`config.mk`:
```
export PLATFORM = sky130hd
export DESIGN_NAME = timekeeping_controller
export DESIGN_NICKNAME = d
export VERILOG_FILES = /design/src/rtl/clock_pkg.sv /design/src/rtl/clock_alarm_fsm.sv /design/src/rtl/timekeeping_controller.sv
export SDC_FILE = /design/constraint.sdc
export NUM_CORES = 1
export LEC_CHECK = 0
export ABC_AREA = 0
export CAP_MARGIN = 20
export CORE_UTILIZATION = 50
export CTS_CLUSTER_DIAMETER = 40
export DETAILED_ROUTE_END_ITERATION = 16
export GPL_TIMING_DRIVEN = 0
export PLACE_DENSITY = 0.71
export RECOVER_POWER = 100
export SYNTH_ARGS = -nofsm -noshare
export SYNTH_HDL_FRONTEND = slang
export SYNTH_SLANG_ARGS = --single-unit
```
`constraint.sdc`:
```
create_clock -name clk -period 3.64 [get_ports clk]
set_input_delay 0.546 -clock clk [delete_from_list [all_inputs] [get_ports clk]]
set_output_delay 0.546 -clock clk [all_outputs]
set_load 0.01 [all_outputs]
```
`src/rtl/clock_pkg.sv`:
```
// Shared widths, alarm state encoding and event-priority indices for the
// timekeeping controller and its alarm state machine.
package clock_pkg;
  localparam int SEC_W = 6;
  localparam int MIN_W = 6;
  localparam int HR_W  = 4;

  typedef enum logic [1:0] {
    AL_OFF     = 2'd0,
    AL_ARMED   = 2'd1,
    AL_RINGING = 2'd2
  } al_state_e;

  // Lower index wins arbitration.
  localparam int EV_TICK = 0;
  localparam int EV_SEC  = 1;
  localparam int EV_MIN  = 2;
  localparam int EV_HRS  = 3;
  localparam int EV_AL   = 4;
  localparam int EV_TOG  = 5;
  localparam int EV_NUM  = 6;

  // 7-bit increment, compared before the caller truncates to field width.
  function automatic logic [6:0] inc_wrap(input logic [6:0] v, input logic [6:0] last);
    logic [6:0] s;
    s = v + 7'd1;
    if (s > last) begin
      inc_wrap = 7'd0;
    end else begin
      inc_wrap = s;
    end
  endfunction
endpackage

```
`src/rtl/clock_alarm_fsm.sv`:
```
// Alarm state machine: OFF/ARMED/RINGING, ring-duration counter and the
// registered buzzer gate that follows the seconds parity while ringing.
module clock_alarm_fsm
  import clock_pkg::*;
#(
  parameter int RING_SECONDS = 60
) (
  input  logic clk,
  input  logic reset_n,
  input  logic tick_srv,
  input  logic toggle_srv,
  input  logic time_match,
  input  logic sec_lsb_next,
  output logic al_on,
  output logic buzzer_gate
);
  localparam int CW = $clog2(RING_SECONDS + 1);
  localparam logic [CW-1:0] CNT_LAST = CW'(RING_SECONDS - 1);

  al_state_e     state_q, state_d;
  logic [CW-1:0] ring_cnt_q, ring_cnt_d;
  logic          al_on_q, al_on_d;
  logic          buzzer_q, buzzer_d;

  always_ff @(posedge clk or negedge reset_n) begin
    if (!reset_n) begin
      state_q    <= AL_OFF;
      ring_cnt_q <= '0;
      al_on_q    <= 1'b0;
      buzzer_q   <= 1'b0;
    end else begin
      state_q    <= state_d;
      ring_cnt_q <= ring_cnt_d;
      al_on_q    <= al_on_d;
      buzzer_q   <= buzzer_d;
    end
  end

  always_comb begin
    state_d    = state_q;
    ring_cnt_d = ring_cnt_q;
    case (state_q)
      AL_OFF: begin
        if (toggle_srv) state_d = AL_ARMED;
        else            state_d = AL_OFF;
      end
      AL_ARMED: begin
        if (toggle_srv) begin
          state_d = AL_OFF;
        end else if (tick_srv && time_match) begin
          state_d    = AL_RINGING;
          ring_cnt_d = '0;
        end else begin
          state_d = AL_ARMED;
        end
      end
      AL_RINGING: begin
        if (toggle_srv) begin
          state_d = AL_OFF;
        end else if (tick_srv) begin
          // The tick that enters RINGING is count 0, so this ends after RING_SECONDS ticks.
          if (ring_cnt_q == CNT_LAST) state_d = AL_ARMED;
          else                        ring_cnt_d = ring_cnt_q + {{(CW-1){1'b0}}, 1'b1};
        end else begin
          state_d = AL_RINGING;
        end
      end
      default: state_d = AL_OFF;
    endcase
  end

  always_comb begin
    al_on_d  = (state_d != AL_OFF);
    buzzer_d = (state_d == AL_RINGING) && !sec_lsb_next;
  end

  assign al_on       = al_on_q;
  assign buzzer_gate = buzzer_q;
endmodule

```
`src/rtl/timekeeping_controller.sv`:
```
// Captures the 1 Hz tick and button pulses, services one per cycle by fixed
// priority, and maintains time-of-day and alarm-time registers.
module timekeeping_controller
  import clock_pkg::*;
#(
  parameter int HOUR_MAX     = 12,
  parameter int AL_MIN_STEP  = 10,
  parameter int RING_SECONDS = 60
) (
  input  logic             clk,
  input  logic             reset_n,
  input  logic             sec_tick,
  input  logic             sec_adj,
  input  logic             min_adj,
  input  logic             hrs_adj,
  input  logic             al_adj,
  input  logic             al_toggle,
  output logic [SEC_W-1:0] seconds,
  output logic [MIN_W-1:0] minutes,
  output logic [HR_W-1:0]  hours,
  output logic [MIN_W-1:0] al_minutes,
  output logic [HR_W-1:0]  al_hours,
  output logic             al_on,
  output logic             buzzer_gate
);
  localparam logic [6:0] MS_LAST = 7'd59;
  localparam logic [6:0] HR_LAST = 7'(HOUR_MAX - 1);
  localparam logic [6:0] AL_STEP = 7'(AL_MIN_STEP);

  logic [EV_NUM-1:0] pending_q, pending_d, req_s, grant_s;
  logic [SEC_W-1:0]  seconds_q, seconds_d;
  logic [MIN_W-1:0]  minutes_q, minutes_d, al_minutes_q, al_minutes_d;
  logic [HR_W-1:0]   hours_q, hours_d, al_hours_q, al_hours_d;
  logic [6:0]        sec_w, min_w, hr_w, al_min_w, al_hr_w, al_sum_s;
  logic              time_match_s;

  always_ff @(posedge clk or negedge reset_n) begin
    if (!reset_n) begin
      pending_q    <= '0;
      seconds_q    <= '0;
      minutes_q    <= '0;
      hours_q      <= '0;
      al_minutes_q <= '0;
      al_hours_q   <= '0;
    end else begin
      pending_q    <= pending_d;
      seconds_q    <= seconds_d;
      minutes_q    <= minutes_d;
      hours_q      <= hours_d;
      al_minutes_q <= al_minutes_d;
      al_hours_q   <= al_hours_d;
    end
  end

  always_comb begin
    req_s = {al_toggle, al_adj, hrs_adj, min_adj, sec_adj, sec_tick};
    // Isolate the lowest set bit; a new pulse on the serviced bit re-arms it.
    grant_s   = pending_q & (~pending_q + {{(EV_NUM-1){1'b0}}, 1'b1});
    pending_d = (pending_q & ~grant_s) | req_s;

    sec_w    = {1'b0, seconds_q};
    min_w    = {1'b0, minutes_q};
    hr_w     = {3'd0, hours_q};
    al_min_w = {1'b0, al_minutes_q};
    al_hr_w  = {3'd0, al_hours_q};
    al_sum_s = al_min_w + AL_STEP;

    seconds_d    = seconds_q;
    minutes_d    = minutes_q;
    hours_d      = hours_q;
    al_minutes_d = al_minutes_q;
    al_hours_d   = al_hours_q;

    if (grant_s[EV_TICK]) begin
      seconds_d = SEC_W'(inc_wrap(sec_w, MS_LAST));
      if (sec_w == MS_LAST) begin
        minutes_d = MIN_W'(inc_wrap(min_w, MS_LAST));
        if (min_w == MS_LAST) hours_d = HR_W'(inc_wrap(hr_w, HR_LAST));
        else                  hours_d = hours_q;
      end else begin
        minutes_d = minutes_q;
      end
    end else if (grant_s[EV_SEC]) begin
      seconds_d = SEC_W'(inc_wrap(sec_w, MS_LAST));
    end else if (grant_s[EV_MIN]) begin
      minutes_d = MIN_W'(inc_wrap(min_w, MS_LAST));
    end else if (grant_s[EV_HRS]) begin
      hours_d = HR_W'(inc_wrap(hr_w, HR_LAST));
    end else if (grant_s[EV_AL]) begin
      if (al_sum_s >= 7'd60) begin
        al_minutes_d = MIN_W'(al_sum_s - 7'd60);
        al_hours_d   = HR_W'(inc_wrap(al_hr_w, HR_LAST));
      end else begin
        al_minutes_d = MIN_W'(al_sum_s);
      end
    end else begin
      seconds_d = seconds_q;
    end

    time_match_s = (hours_d == al_hours_q) && (minutes_d == al_minutes_q) &&
                   (seconds_d == 6'd0);
  end

  clock_alarm_fsm #(
    .RING_SECONDS(RING_SECONDS)
  ) u_alarm (
    .clk         (clk),
    .reset_n     (reset_n),
    .tick_srv    (grant_s[EV_TICK]),
    .toggle_srv  (grant_s[EV_TOG]),
    .time_match  (time_match_s),
    .sec_lsb_next(seconds_d[0]),
    .al_on       (al_on),
    .buzzer_gate (buzzer_gate)
  );

  assign seconds    = seconds_q;
  assign minutes    = minutes_q;
  assign hours      = hours_q;
  assign al_minutes = al_minutes_q;
  assign al_hours   = al_hours_q;
endmodule

```
==> flow_summary.ini, run 1 <==
[grt]
track_usage = 0.228
grt_pass1_vias = 2488
grt_pass1_wl_um = 11500
gr-total-overflow = 0
grt_start_max_net_pins = 25
antenna_found_initial = 0

[clock_tree]
h-tree-depth = 2
cts_resized = 0
cts_tree = done
clock_latency_ps = 300
post_cts_buffers = 0
clk_pin_slew_worst_paths_ps = 90
cts_sinks = 41
cts_root_buf = clkbuf_8
postCtsHoldBufs = 0
cts_buffer_depth = 2
cts_buffers = 5

[worst_hold_path]
holdCritPathClass = in2async

[cells_and_area]
mostFrequentLayoutCells = dfrtp_1 (41), dlygate4sd3_1 (29), nand2_1 (26)
fin_util = 0.610
diodes = 0
area_delta_synth_final_pct = 17.3
fillers = 516
post_route_cells_drive_above_1_share = 0.0921
final_common_cell = dfrtp_1
num-nets-final = 410

[timing]
relSlewSlack = 0.154
clock.fmax_mhz = 312
finalClockSkew_ps = 4.83
worst_pin_slew_ps = 1270
timing_hold_violations_final = 0
timing.final.crit_period_ps = 3210
setup_tns_ps = 0
setup_violations = 0
finalMaxSlewViolations = 0
fin_crit_sh = 0.882
grt_setup_unrepaired = false

[synthesis]
ys_seq_area_frac = 0.333
synth_top_area_share = 0.333
ys_ff_latch = 41
synthAdderAreaFrac = 0.0488
synthMuxAreaShare = 0.0244
syn_area_per_cell_um2 = 8.85
ys_warn_count = 0
synth.distinct_cells = 74
synthArstFlopShare = 1.00
post_synth_xor_area_fraction = 0.0569
synth_area_leader_cell = dfrtp_1
synth_top_family_by_area = compound AO/OA/AOI/OAI gates
syn-num-nets = 368
synth_top_flop_cell = dfrtp_1
yosys.area_share.simple = 0.231
synthCells = 348
synthTopCellsByArea = dfrtp_1 (33%), ha_1 (4.9%), o21ai_0 (3.6%)
synth_compound_area_frac = 0.248
synth_edf_count = 0
syn_area_mm2 = 0.00308

[power]
power_leakage_uw = 0.00164
power_density_mw_per_mm2 = 525
p_total_uw = 1900
ir_worst_vdd_v = 0.000290

[place]
hpwl_um = 5140
gp_congestion = 0.845
io_buffers = 34

[floorplanning]
fp.dieH_um = 80.5
die_width_um = 80.5
core.rowCount = 28
coreArea_mm2 = 0.00592
die-area_mm2 = 0.00648
ios = 36
start_util = 0.520

[drt]
initialDrtViolationCount = 227
drt_pass1_iterations = 4
routed_wl_um = 6870
ant_nets = 0
wl_per_cell_um = 14.7
vias = 2733
vias_per_cell = 5.86
drc = 0

[critical_path]
crit_type = reg2reg
cp-end-kind = flip-flop
reg2regPathDepth = 10
reg2reg_from = seconds[1]
startpoint = seconds[1]
reg2reg_slack_ps = 430
path_max_fanout = 10
cp-start-kind = flip-flop
critPathCapture = u_alarm.buzzer_gate
r2r-end = u_alarm.buzzer_gate
worstPathRequired_ps = 3880
arrival_ps = 3450

[outcome]
status = complete, no violations

[run]
drv_cap = 0
-- per-stage QoR --
stage,instance area [um^2],hold slack [ps],std cells,setup slack [ps]
2_1_floorplan,3080,250,348,845
3_3_place_gp,3510,496,457,545
3_5_place_dp,3530,497,458,495
4_1_cts,3640,203,466,484
5_1_grt,3610,475,466,194
6_report,3610,392,466,431
-- area by class of cell --
class	count	area [um^2]	share of cell area
tap	75	93.8	0.0260
clock buffer	5	68.8	0.0191
sequential	41	1030	0.284
buffer	21	103	0.0284
multi-input combinational	267	1860	0.516
clock inverter	3	46.3	0.0128
timing repair buffer	35	338	0.0936
inverter	19	71.3	0.0198
-- registers in the layout (all words and copies together), names as in the netlist --
| name | cells |
|---|---|
| al_hours | 4 |
| minutes | 6 |
| hours | 4 |
| u_alarm.buzzer_gate | 1 |
| u_alarm.ring_cnt_q | 6 |
| pending_q | 6 |
| u_alarm.al_on | 1 |
| al_minutes | 5 |
| u_alarm.state_q | 2 |
| seconds | 6 |
-- per-layer routing --
| metal | global-route usage | wire, um |
|---|---|---|
| met4 | 0.0536 | 82 |
| met3 | 0.0352 | 269 |
| met2 | 0.381 | 3340 |
| met5 | 0 | 0 |
| met1 | 0.307 | 3180 |
-- Yosys cell counts (6+ instances only) --
cell type and count:
dfrtp_1 41, nand2_1 26, nor2_1 23, o21ai_0 22, inv_1 19, a21oi_1 14, nand3_1 14, ha_1 12
xnor2_1 12, nor3_1 11, clkbuf_1 10, buf_2 8, o31ai_1 8, xor2_1 8, o22ai_1 7, a21o_1 6
and3_1 6, mux2i_1 6
-- worst max-delay path, cell delays in order (launching register included) --
cell      delay, ps
dfrtp_1         450
ha_1            170
buf_2           220
nand3b_4        140
nor4_4          390
nor2_1          190
mux2_1          380
xor2_1          170
nand4b_1        270
nor4_4          560
o211a_1         210
-- cells by family after synthesis --
group | count (synthesis)
buffers and inverters | 40
xor gates and xnor gates | 20
muxes | 7
other | 1
adders and majority gates | 12
and+or+nand+nor | 124
DFF | 41
AOI/OAI and AO/OA | 103
-- where the power goes --
part / total [uW] / switching [uW] / leakage [uW] / internal [uW]
combinational: 914 / 494 / 0.00106 / 420
sequential: 602 / 80.0 / 0.000522 / 522
clock: 380 / 175 / 0.0000543 / 205
-- how the worst min path moves through the flow --
stage / end
floorplan: al_hours[0]
global placement: pending_q[1]
detailed placement: pending_q[1]
CTS: seconds[2]
global route: seconds[2]
finish: seconds[2]
No activity file was read; power rests on OpenSTA's default activity.
==> run 2, diff against run 1 <==
--- a/config.mk
+++ b/config.mk
@@ -5,7 +5,6 @@
 export SDC_FILE = /design/constraint.sdc
 export NUM_CORES = 1
 export LEC_CHECK = 0
-export ABC_AREA = 0
 export CAP_MARGIN = 20
 export CORE_UTILIZATION = 50
 export CTS_CLUSTER_DIAMETER = 40
==> results of run 2 <==
Final layout, timing and power as in run 1 (identical DEF).
